`src/rtl/keygen_ingress_pkg.sv`:
```
// ============================================================================
// keygen_ingress_pkg
// Shared state encoding, section selectors and lane-index sizing helper.
// Revision: 1.0
// ============================================================================
`default_nettype none

package keygen_ingress_pkg;

  typedef enum logic [2:0] {
    ST_IDLE  = 3'd0,
    ST_PARAM = 3'd1,
    ST_SK    = 3'd2,
    ST_OMEGA = 3'd3,
    ST_DRAIN = 3'd4
  } state_t;

  localparam logic WORD_SEL_SK    = 1'b0;
  localparam logic WORD_SEL_OMEGA = 1'b1;

  // A single-lane build still needs a 1-bit lane index.
  function automatic int clog2(input int lanes);
    return (lanes > 1) ? $clog2(lanes) : 1;
  endfunction

endpackage

`default_nettype wire

```
`src/rtl/axis_lane_unpack.sv`:
```
// ============================================================================
// axis_lane_unpack
// One-beat buffer that emits its lanes as words, one per cycle, MSW first.
// Revision: 1.0
// ============================================================================
`default_nettype none

module axis_lane_unpack
  import keygen_ingress_pkg::*;
#(
  parameter int DATA_WIDTH = 32,
  parameter int LANES      = 2
) (
  input  logic                          aclk,
  input  logic                          areset,
  input  logic                          i_packed,
  input  logic                          i_payload,
  input  logic                          i_hold,
  input  logic                          i_load,
  input  logic [LANES*DATA_WIDTH-1:0]   i_data,
  input  logic                          i_last,
  input  logic                          i_flush,
  output logic                          o_ready,
  output logic                          o_valid,
  output logic                          o_final,
  output logic                          o_last,
  output logic [DATA_WIDTH-1:0]         o_word
);

  localparam int                c_lane_w    = clog2(LANES);
  localparam logic [c_lane_w-1:0] c_last_lane = c_lane_w'(LANES - 1);
  localparam logic [c_lane_w-1:0] c_lane_one  = c_lane_w'(1);

  logic [LANES*DATA_WIDTH-1:0] r_data;
  logic                        r_valid;
  logic                        r_last;
  logic [c_lane_w-1:0]         r_lane;
  logic [DATA_WIDTH-1:0]       w_lanes [LANES];
  logic                        w_final;

  genvar gi;
  generate
    for (gi = 0; gi < LANES; gi++) begin : g_lane
      assign w_lanes[gi] = r_data[(LANES-1-gi)*DATA_WIDTH +: DATA_WIDTH];
    end
  endgenerate

  assign w_final = r_valid & (~i_packed | (r_lane == c_last_lane));

  // A beat carrying tlast, or a word that closes the frame, blocks the next beat
  // so it is never captured under the finishing frame's state.
  assign o_ready = i_payload & (~r_valid | (w_final & ~r_last & ~i_hold));
  assign o_valid = r_valid;
  assign o_final = w_final;
  assign o_last  = r_last;
  assign o_word  = r_valid ? w_lanes[r_lane] : '0;

  always_ff @(posedge aclk or posedge areset) begin
    if (areset) begin
      r_data  <= '0;
      r_valid <= 1'b0;
      r_last  <= 1'b0;
      r_lane  <= '0;
    end else if (i_flush) begin
      r_valid <= 1'b0;
      r_last  <= 1'b0;
      r_lane  <= '0;
    end else if (i_load) begin
      r_data  <= i_data;
      r_valid <= 1'b1;
      r_last  <= i_last;
      r_lane  <= '0;
    end else if (r_valid) begin
      if (w_final) begin
        r_valid <= 1'b0;
        r_last  <= 1'b0;
      end else begin
        r_lane  <= r_lane + c_lane_one;
      end
    end
  end

endmodule

`default_nettype wire

```
`src/rtl/axis_keygen_ingress.sv`:
```
// ============================================================================
// axis_keygen_ingress
// AXI4-Stream ingress: header beats -> parameter writes, payload -> word stream.
// Revision: 1.0
// ============================================================================
`default_nettype none

module axis_keygen_ingress
  import keygen_ingress_pkg::*;
#(
  parameter int DATA_WIDTH       = 32,
  parameter int LANES            = 2,
  parameter int PARAM_BEATS      = 7,
  parameter int ADDR_PARAM_WIDTH = 4,
  parameter int ADDR_MAX_WIDTH   = 12
) (
  input  logic                          aclk,
  input  logic                          areset,
  input  logic [LANES*DATA_WIDTH-1:0]   s_axis_tdata,
  input  logic                          s_axis_tvalid,
  input  logic                          s_axis_tlast,
  output logic                          s_axis_tready,
  input  logic [ADDR_MAX_WIDTH-1:0]     cfg_sk_len,
  input  logic [ADDR_MAX_WIDTH-1:0]     cfg_omega_len,
  input  logic                          cfg_packed,
  output logic                          param_we,
  output logic [ADDR_PARAM_WIDTH-1:0]   param_addr,
  output logic [LANES*DATA_WIDTH-1:0]   param_wdata,
  output logic                          word_valid,
  output logic                          word_sel,
  output logic [ADDR_MAX_WIDTH-1:0]     word_addr,
  output logic [DATA_WIDTH-1:0]         word_data,
  output logic                          done,
  output logic                          err,
  output logic                          busy
);

  localparam logic [ADDR_PARAM_WIDTH-1:0] c_last_hdr = ADDR_PARAM_WIDTH'(PARAM_BEATS - 1);
  localparam logic [ADDR_PARAM_WIDTH-1:0] c_hdr_one  = ADDR_PARAM_WIDTH'(1);
  localparam logic [ADDR_MAX_WIDTH-1:0]   c_cnt_one  = ADDR_MAX_WIDTH'(1);

  state_t                        r_state, w_state_nxt;
  logic [ADDR_MAX_WIDTH-1:0]     r_cnt, w_cnt_nxt;
  logic [ADDR_PARAM_WIDTH-1:0]   r_hdr_idx;
  logic [ADDR_MAX_WIDTH-1:0]     r_sk_len, r_omega_len;
  logic                          r_packed;
  logic                          r_param_we;
  logic [ADDR_PARAM_WIDTH-1:0]   r_param_addr;
  logic [LANES*DATA_WIDTH-1:0]   r_param_wdata;
  logic                          r_done, r_err;

  logic w_hs, w_hdr_phase, w_payload, w_hdr_last;
  logic [ADDR_PARAM_WIDTH-1:0]   w_hdr_idx;
  logic [ADDR_MAX_WIDTH-1:0]     w_sk_len, w_omega_len, w_sec_len;
  logic w_sec_last, w_hold, w_emit, w_frame_end, w_early;
  logic w_hdr_done, w_hdr_err, w_done_pay, w_err_pay;
  logic u_ready, u_valid, u_final, u_last;
  logic [DATA_WIDTH-1:0]         u_word;

  assign w_hdr_phase = (r_state == ST_IDLE) | (r_state == ST_PARAM);
  assign w_payload   = (r_state == ST_SK) | (r_state == ST_OMEGA);
  assign w_hs        = s_axis_tvalid & s_axis_tready;
  assign w_hdr_idx   = (r_state == ST_IDLE) ? '0 : r_hdr_idx;
  assign w_hdr_last  = (w_hdr_idx == c_last_hdr);

  // Lengths are taken live on the first header beat, latched thereafter.
  assign w_sk_len    = (r_state == ST_IDLE) ? cfg_sk_len    : r_sk_len;
  assign w_omega_len = (r_state == ST_IDLE) ? cfg_omega_len : r_omega_len;

  assign w_sec_len   = (r_state == ST_OMEGA) ? r_omega_len : r_sk_len;
  assign w_sec_last  = (r_cnt == (w_sec_len - c_cnt_one));
  assign w_hold      = w_payload & w_sec_last &
                       ((r_state == ST_OMEGA) | (r_omega_len == '0));
  assign w_emit      = u_valid & w_payload;
  assign w_frame_end = w_emit & w_hold;
  assign w_early     = w_emit & ~w_frame_end & u_final & u_last;
  assign w_done_pay  = w_frame_end & u_last;
  assign w_err_pay   = (w_frame_end & ~u_last) | w_early;

  axis_lane_unpack #(
    .DATA_WIDTH (DATA_WIDTH),
    .LANES      (LANES)
  ) u_unpack (
    .aclk      (aclk),
    .areset    (areset),
    .i_packed  (r_packed),
    .i_payload (w_payload),
    .i_hold    (w_hold),
    .i_load    (w_hs & w_payload),
    .i_data    (s_axis_tdata),
    .i_last    (s_axis_tlast),
    .i_flush   (w_frame_end),
    .o_ready   (u_ready),
    .o_valid   (u_valid),
    .o_final   (u_final),
    .o_last    (u_last),
    .o_word    (u_word)
  );

  always_ff @(posedge aclk or posedge areset) begin
    if (areset) begin
      r_state <= ST_IDLE;
      r_cnt   <= '0;
    end else begin
      r_state <= w_state_nxt;
      r_cnt   <= w_cnt_nxt;
    end
  end

  always_comb begin
    w_state_nxt = r_state;
    w_cnt_nxt   = r_cnt;
    w_hdr_done  = 1'b0;
    w_hdr_err   = 1'b0;
    case (r_state)
      ST_IDLE, ST_PARAM: begin
        if (w_hs) begin
          if (!w_hdr_last) begin
            w_state_nxt = s_axis_tlast ? ST_IDLE : ST_PARAM;
            w_hdr_err   = s_axis_tlast;
          end else if ((w_sk_len == '0) && (w_omega_len == '0)) begin
            w_state_nxt = s_axis_tlast ? ST_IDLE : ST_DRAIN;
            w_hdr_done  = s_axis_tlast;
            w_hdr_err   = ~s_axis_tlast;
          end else if (s_axis_tlast) begin
            w_state_nxt = ST_IDLE;
            w_hdr_err   = 1'b1;
          end else begin
            w_state_nxt = (w_sk_len != '0) ? ST_SK : ST_OMEGA;
            w_cnt_nxt   = '0;
          end
        end
      end
      ST_SK, ST_OMEGA: begin
        if (w_frame_end) begin
          w_state_nxt = u_last ? ST_IDLE : ST_DRAIN;
        end else if (w_early) begin
          w_state_nxt = ST_IDLE;
        end else if (w_emit) begin
          if ((r_state == ST_SK) && w_sec_last) begin
            w_state_nxt = ST_OMEGA;
            w_cnt_nxt   = '0;
          end else begin
            w_cnt_nxt   = r_cnt + c_cnt_one;
          end
        end
      end
      ST_DRAIN: begin
        if (w_hs && s_axis_tlast) begin
          w_state_nxt = ST_IDLE;
        end
      end
      default: w_state_nxt = ST_IDLE;
    endcase
  end

  always_ff @(posedge aclk or posedge areset) begin
    if (areset) begin
      r_hdr_idx     <= '0;
      r_sk_len      <= '0;
      r_omega_len   <= '0;
      r_packed      <= 1'b0;
      r_param_we    <= 1'b0;
      r_param_addr  <= '0;
      r_param_wdata <= '0;
      r_done        <= 1'b0;
      r_err         <= 1'b0;
    end else begin
      r_param_we <= w_hs & w_hdr_phase;
      r_done     <= w_hdr_done;
      if (w_hs && w_hdr_phase) begin
        r_param_addr  <= w_hdr_idx;
        r_param_wdata <= s_axis_tdata;
        r_hdr_idx     <= w_hdr_idx + c_hdr_one;
      end
      if (w_hs && (r_state == ST_IDLE)) begin
        r_sk_len    <= cfg_sk_len;
        r_omega_len <= cfg_omega_len;
        r_packed    <= cfg_packed;
        r_err       <= w_hdr_err;
      end else if (w_hdr_err || w_err_pay) begin
        r_err       <= 1'b1;
      end
    end
  end

  assign s_axis_tready = ~areset & (w_hdr_phase | (r_state == ST_DRAIN) | u_ready);
  assign param_we      = r_param_we;
  assign param_addr    = r_param_addr;
  assign param_wdata   = r_param_wdata;
  assign word_valid    = w_emit;
  assign word_sel      = (w_emit && (r_state == ST_OMEGA)) ? WORD_SEL_OMEGA : WORD_SEL_SK;
  assign word_addr     = w_emit ? r_cnt : '0;
  assign word_data     = w_emit ? u_word : '0;
  assign done          = r_done | w_done_pay;
  assign err           = r_err | w_err_pay;
  assign busy          = (r_state != ST_IDLE);

endmodule

`default_nettype wire
```
`config.mk`:
```
export PLATFORM = sky130hd
export DESIGN_NAME = axis_keygen_ingress
export DESIGN_NICKNAME = d
export VERILOG_FILES = /design/src/rtl/keygen_ingress_pkg.sv /design/src/rtl/axis_lane_unpack.sv /design/src/rtl/axis_keygen_ingress.sv
export SDC_FILE = /design/constraint.sdc
export NUM_CORES = 1
export LEC_CHECK = 0
export CORE_UTILIZATION = 54
export CTS_CLUSTER_DIAMETER = 120
export CTS_CLUSTER_SIZE = 20
export DETAILED_ROUTE_END_ITERATION = 8
export GPL_TIMING_DRIVEN = 0
export PLACE_DENSITY_LB_ADDON = 0.15
export REMOVE_ABC_BUFFERS = 1
export SYNTH_ARGS = -nofsm -noshare
export SYNTH_HDL_FRONTEND = slang
export SYNTH_SLANG_ARGS = --single-unit
```
`constraint.sdc`:
```
create_clock -name aclk -period 9.8 [get_ports aclk]
set_clock_uncertainty 0.15 [all_clocks]
set_input_delay 2.45 -clock aclk [delete_from_list [all_inputs] [get_ports aclk]]
set_output_delay 2.45 -clock aclk [all_outputs]
set_load 0.02 [all_outputs]
```
# == Yosys cells after proc, flatten, opt, wreduce, memory -nomap -nowiden ==
# Index checks and enable logic that the tools add are counted.
# word_totals
regBits,182
latch_bits,0
ram_bits,0
romBits,0
n_memories,0
# classes
add_sub_neg,4
multipliers,0
div,0
n_lt_le_gt_ge,1
eq_ne,17
shift,0
n_mux,57
bitwise_logic,35
n_reduce_logical,24
# ops
op,n
2-to-1 mux 32 bit,5
2-to-1 mux 12 bit,12
zero test 12 bit,3
2-to-1 mux 3 bit,10
2-to-1 mux 1 bit,26
one-hot mux 12 bit (2 select lines),1
AND 1 bit,17
"!= test 2 bit, second input constant",8
"adder 12 x 1 -> 12 bit, second input constant",1
== test 12 bit,1
nonzero test 12 bit,1
"subtractor 12 x 1 -> 12 bit, second input constant",1
bitwise OR 1 bit,10
one-hot mux 3 bit (3 select lines),1
nonzero test 3 bit,3
"!= test 4 bit, second input constant",2
AND reduction 8 bit,1
NOT 1 bit,7
"== test 3 x 2 -> 1 bit, second input constant",2
logical AND 1 bit,6
AND reduction 2 bit,3
"adder 4 x 1 -> 4 bit, second input constant",1
"== test 4 x 3 -> 1 bit, second input constant",1
2-to-1 mux 4 bit,1
12 further kinds,14

# == Logic depth before layout (Yosys ltp) ==
# depth
depth_word,18
depth_mapped,16
ltp_nobuf,13

# == Hierarchy ==
# From an unflattened synthesis, not the netlist that was laid out.
# unflattened
hier_cells,880
hier_area_um2,9280.2
# by_module_without_submodules
module,instances,cells_each,area_each_um2,seq_area_each_um2
axis_keygen_ingress,1,656,5929.4,2877.8
axis_lane_unpack,1,224,3350.7,1676.6

# == Least setup slack after synthesis ==
# OpenSTA, ideal clock, no wires.
# synth_path
path_kind,input -> register
start,input areset
end,register r_state[0]
arrival_time_ps,6777
required_time_ps,9526
slack_ps,2749
stages,5
n_path_buf,0
path_cell_list,inv_1 nand2_1 nor3_1 a311oi_1 o31a_1
# synth_via
elab_chain_len,6
word_cells_on_any_way,7
classes_between,eq/ne: 2; bitwise: 3; reduce/logical: 2
# synth_rtl
element,line_no,source
"start, declared",axis_keygen_ingress.sv:18,"input logic areset,"
NOT 1 bit *,axis_keygen_ingress.sv:187,assign s_axis_tready = ~areset & (w_hdr_phase | (r_state == ST_DRAIN) | u_ready);
AND 1 bit *,axis_keygen_ingress.sv:187,
AND 1 bit *,axis_keygen_ingress.sv:62,assign w_hs = s_axis_tvalid & s_axis_tready;
logical AND 1 bit,axis_keygen_ingress.sv:149,if (w_hs && s_axis_tlast) begin
!= test 2 bit (no line),n/a,
AND reduction 4 bit (no line) *,n/a,
"end signal, assigned",axis_keygen_ingress.sv:105,r_state <= w_state_nxt;
"end, declared",axis_keygen_ingress.sv:42,"state_t r_state, w_state_nxt;"
# Every way passes the cells marked *; elsewhere a longest branch is shown, timed or not.
# A chain may end at the register's enable or synchronous reset.

# == Worst setup path after layout ==
# layout_path
start,register r_state[1]
end,output done
# layout_via
elab_chain_len,9
word_cells_on_any_way,13
classes_between,add/sub: 1; eq/ne: 3; mux: 1; bitwise: 8
# layout_rtl
element,line_no,source
== test 3 x 2 -> 1 bit,"axis_keygen_ingress.sv:61, axis_keygen_ingress.sv:70, axis_keygen_ingress.sv:73",
2-to-1 mux 12 bit,axis_keygen_ingress.sv:70,assign w_sec_len = (r_state == ST_OMEGA) ? r_omega_len : r_sk_len;
subtractor 12 x 1 -> 12 bit,axis_keygen_ingress.sv:71,assign w_sec_last = (r_cnt == (w_sec_len - c_cnt_one));
== test 12 bit,axis_keygen_ingress.sv:71,
AND 1 bit (2 in series),axis_keygen_ingress.sv:72,assign w_hold = w_payload & w_sec_last &
AND 1 bit *,axis_keygen_ingress.sv:75,assign w_frame_end = w_emit & w_hold;
AND 1 bit *,axis_keygen_ingress.sv:77,assign w_done_pay = w_frame_end & u_last;
bitwise OR 1 bit *,axis_keygen_ingress.sv:195,assign done = r_done | w_done_pay;
"end, declared",axis_keygen_ingress.sv:33,"output logic done,"
# Marked as above.

==> qor.yml <==
track_usage_pct: 26.96
slew_headroom_pct: 19.33
num_rows: 46
die_x_microns: 129.8
fin_crit_sh_pct: 70.17
finalWorstSetupSlack_ns: 2.924
drv_cap: 0
dp_hpwl_mm: 14.72
first_pass_iters: 4
synthToLayoutAreaGrowth_pct: 33.10
rsz0062_at_grt: "false"
syn_avg_cell_area_sq_um: 10.53
ys_ff_latch: 182
pwr_density_cell_nw_per_um2: 234.0
start_util_pct: 55.34
timing.rr.start: "r_state[1]$_DFFE_PP0P_"
m1WireLength_mm: 9.328
yosysWarnings: 0
path_max_fanout: 21
hold_viol: 0
hold_path.class: "reg -> reg"
ir_worst_vdd_mv: 0.1413
routedWlPerCell_microns: 17.20
cts_made_buffers: 17
leakagePower_nw: 5.521
crit_buf_inv: 1
die_y_microns: 129.8
place.gp.congestion: 0.8619
num_antenna_cells: 0
p_total_mw: 2.748
grt_pass1_vias: 6870
setup_viol: 0
antenna_found_initial: 0
max_freq_ghz: 0.1454
crit_cells: 11
seq_area_frac_synth_pct: 51.62
reg2reg_to: "r_cnt[8]$_DFFE_PP0P_"
path_class: "reg -> out"
drtIter0Drc: 357
hold_depth: 2
status: "finished clean"
io_pins: 212
cp-end-kind: "output pin"
layout_min_cycle_time_ns: 6.876
r2r_cells: 13
routed.top_layer: "met4"
crit_chain: "nand3b_4 > mux2i_1 > ha_1 > nand4_1 > o21ai_1 > or3_1 > a211oi_2 > and4bb_4 > and2_0 > a21o_1 > clkdlybuf4s50_1"
slowest_stage: "clkdlybuf4s50_1"
cts_sinks: 182
cts-htree-levels: 4
cts_tree: "yes"
syn-instance-count: 838
dr_wl_met2_mm: 10.25
wl_mm: 21.60
cp.required_ns: 7.20
io_buffer_count: 211
yosys.area.top_type: "dfrtp_1"
async_reset_ff_share_pct: 100.0
via_per_inst: 5.404
hold_buffers: 0
clk_pin_slew_worst_paths_ns: 0.07
worstMarginPinSlew_ns: 1.208
vias: 6787
critPathLaunchType: "flop"
tns_ns: 0
crit_arrival_ns: 4.28
synthFlopType: "dfrtp_1"
ys_types: 62
clk_latency_ns: 0.43
wl_met3_mm: 1.620
grt_pass1_wl_mm: 34.98
synth_edf_count: 0
critPathMaxStageDelay_ns: 0.66
clockBufferDepth: 2
drcViolationCount: 0
ant_nets: 0
synth_top_area_share_pct: 51.62
synth_top_cells_by_area: "dfrtp_1 (52%), nand2_1 (9.5%), mux2_2 (8.0%)"
fillers: 1186
dp_slack_ns: 3.235
hp-start: "param_wdata[43]$_DFFE_PP0P_"
synth_area_sq_um: 8822
crit_family: "simple AND/OR/NAND/NOR gates"
coreArea_sq_um: 15940
cts_resized: 0
seq_area_sq_um: 4556
r2r_setup_slack_ns: 5.60
dieArea_sq_um: 16850
clockRootBuffer: "clkbuf_16"
drive_above_1_share_pct: 13.75
holdPathEnd: "param_wdata[43]$_DFFE_PP0P_"
globalRouteOverflowTotal: 0
cts_setup_buffers: 0
multiInputGateArea_sq_um: 3999
slew_viol_final: 0
grt_max_degree: 95
fin_nets: 1127
-- tightest hold or removal path, delay by kind of cell, from the launching register on --
| kind | cells | cell delay, ns |
|---|---|---|
| DFF | 1 | 0.34 |
| and+or+nand+nor | 2 | 0.10 |
-- registers in the layout, indices dropped and copies added, names as in the netlist --
signal	flops
param_addr	4
param_wdata	64
param_we	1
r_cnt	12
r_done	1
r_err	1
r_hdr_idx	4
r_omega_len	12
r_packed	1
r_sk_len	12
r_state	3
u_unpack.o_last	1
u_unpack.o_valid	1
u_unpack.r_data	64
u_unpack.r_lane	1
-- metal layers --
metal  up-vias  track usage [%]
met5         -                0
met4         0            8.550
met3        28            8.815
met2       182            44.01
met1      3331            34.08
li1       3246                -
-- stage by stage --
step,instance area [sq um],hold WS [ns],cells,util (%)
6_report,11740,0.3255,1256,73.65
5_1_grt,11740,0.3435,1256,73.65
4_1_cts,11740,0.3292,1256,73.65
3_5_place_dp,11120,0.3123,1224,69.75
3_3_place_gp,10950,0.3067,1218,68.68
2_1_floorplan,8567,0.3301,791,-
-- synthesized netlist by cell type (5+ instances only) --
library cell and instances:
a21oi_1 9, a22o_1 5, a2bb2oi_1 9, and3_1 17
buf_2 6, buf_6 9, clkbuf_1 27, dfrtp_1 182
ha_1 7, inv_1 8, mux2_2 63, mux2_4 27
mux2i_1 48, nand2_1 223, nand3_1 15, nor2_1 48
nor2b_1 5, nor3_1 15, nor4_1 11, o21ai_0 12
o31ai_1 10, or3_1 5, xnor2_1 10, xor2_1 6
-- area by class of cell --
| cell class | instances | share of cell area [%] |
|---|---|---|
| flip-flops and latches | 182 | 38.80 |
| clock buffers | 18 | 3.655 |
| clock inverters | 14 | 1.641 |
| repair buffers | 217 | 19.20 |
| well taps | 216 | 2.302 |
| multi-input cells | 600 | 34.05 |
| inverters | 9 | 0.3516 |
-- power by group --
group          internal, mW  switching (mW)  total, mW
logic                 0.464           0.404      0.868
clock network         0.411           0.311      0.722
registers             0.951           0.208       1.16
total                  1.83           0.923       2.75
-- cells in the final DEF (no fill, tap or decap), types with 4 or more instances in the layout --
master,Yosys,routed
a31oi_1,4,4
nor2_1,48,47
xnor2_1,10,10
dfrtp_1,182,181
nor4_1,11,11
a22o_1,5,5
nand2_1,223,221
clkdlybuf4s50_1,0,211
nand3_1,15,15
mux2_2,63,63
nor2b_1,5,5
ha_1,7,7
a21o_1,4,4
nor3_1,15,15
o31ai_1,10,10
nand4_1,4,4
a2bb2oi_1,9,9
and3_1,17,17
clkbuf_16,0,17
inv_6,0,4
mux2_4,27,27
or3_1,5,5
o21ai_0,12,12
inv_1,8,7
a21oi_1,9,9
xor2_1,6,6
mux2i_1,48,48
-- logic make-up after synthesis --
logic type / after synthesis / share of synthesized area, %
xor+xnor: 16 / 1.588
flops: 182 / 51.62
buf+inv: 56 / 3.276
compound gates: 69 / 5.489
simple gates: 370 / 18.95
fa+ha+maj: 7 / 0.9927
mux: 138 / 18.08
-- how the worst max path moves through the flow --
stage	from	to
2_1_floorplan	areset	param_addr[0]$_DFFE_PP0P_
3_3_place_gp	areset	param_wdata[54]$_DFFE_PP0P_
3_5_place_dp	areset	s_axis_tready
4_1_cts	r_state[1]$_DFFE_PP0P_	done
5_1_grt	r_state[1]$_DFFE_PP0P_	done
6_report	r_state[1]$_DFFE_PP0P_	done
Power figures use the tool's default switching activity.
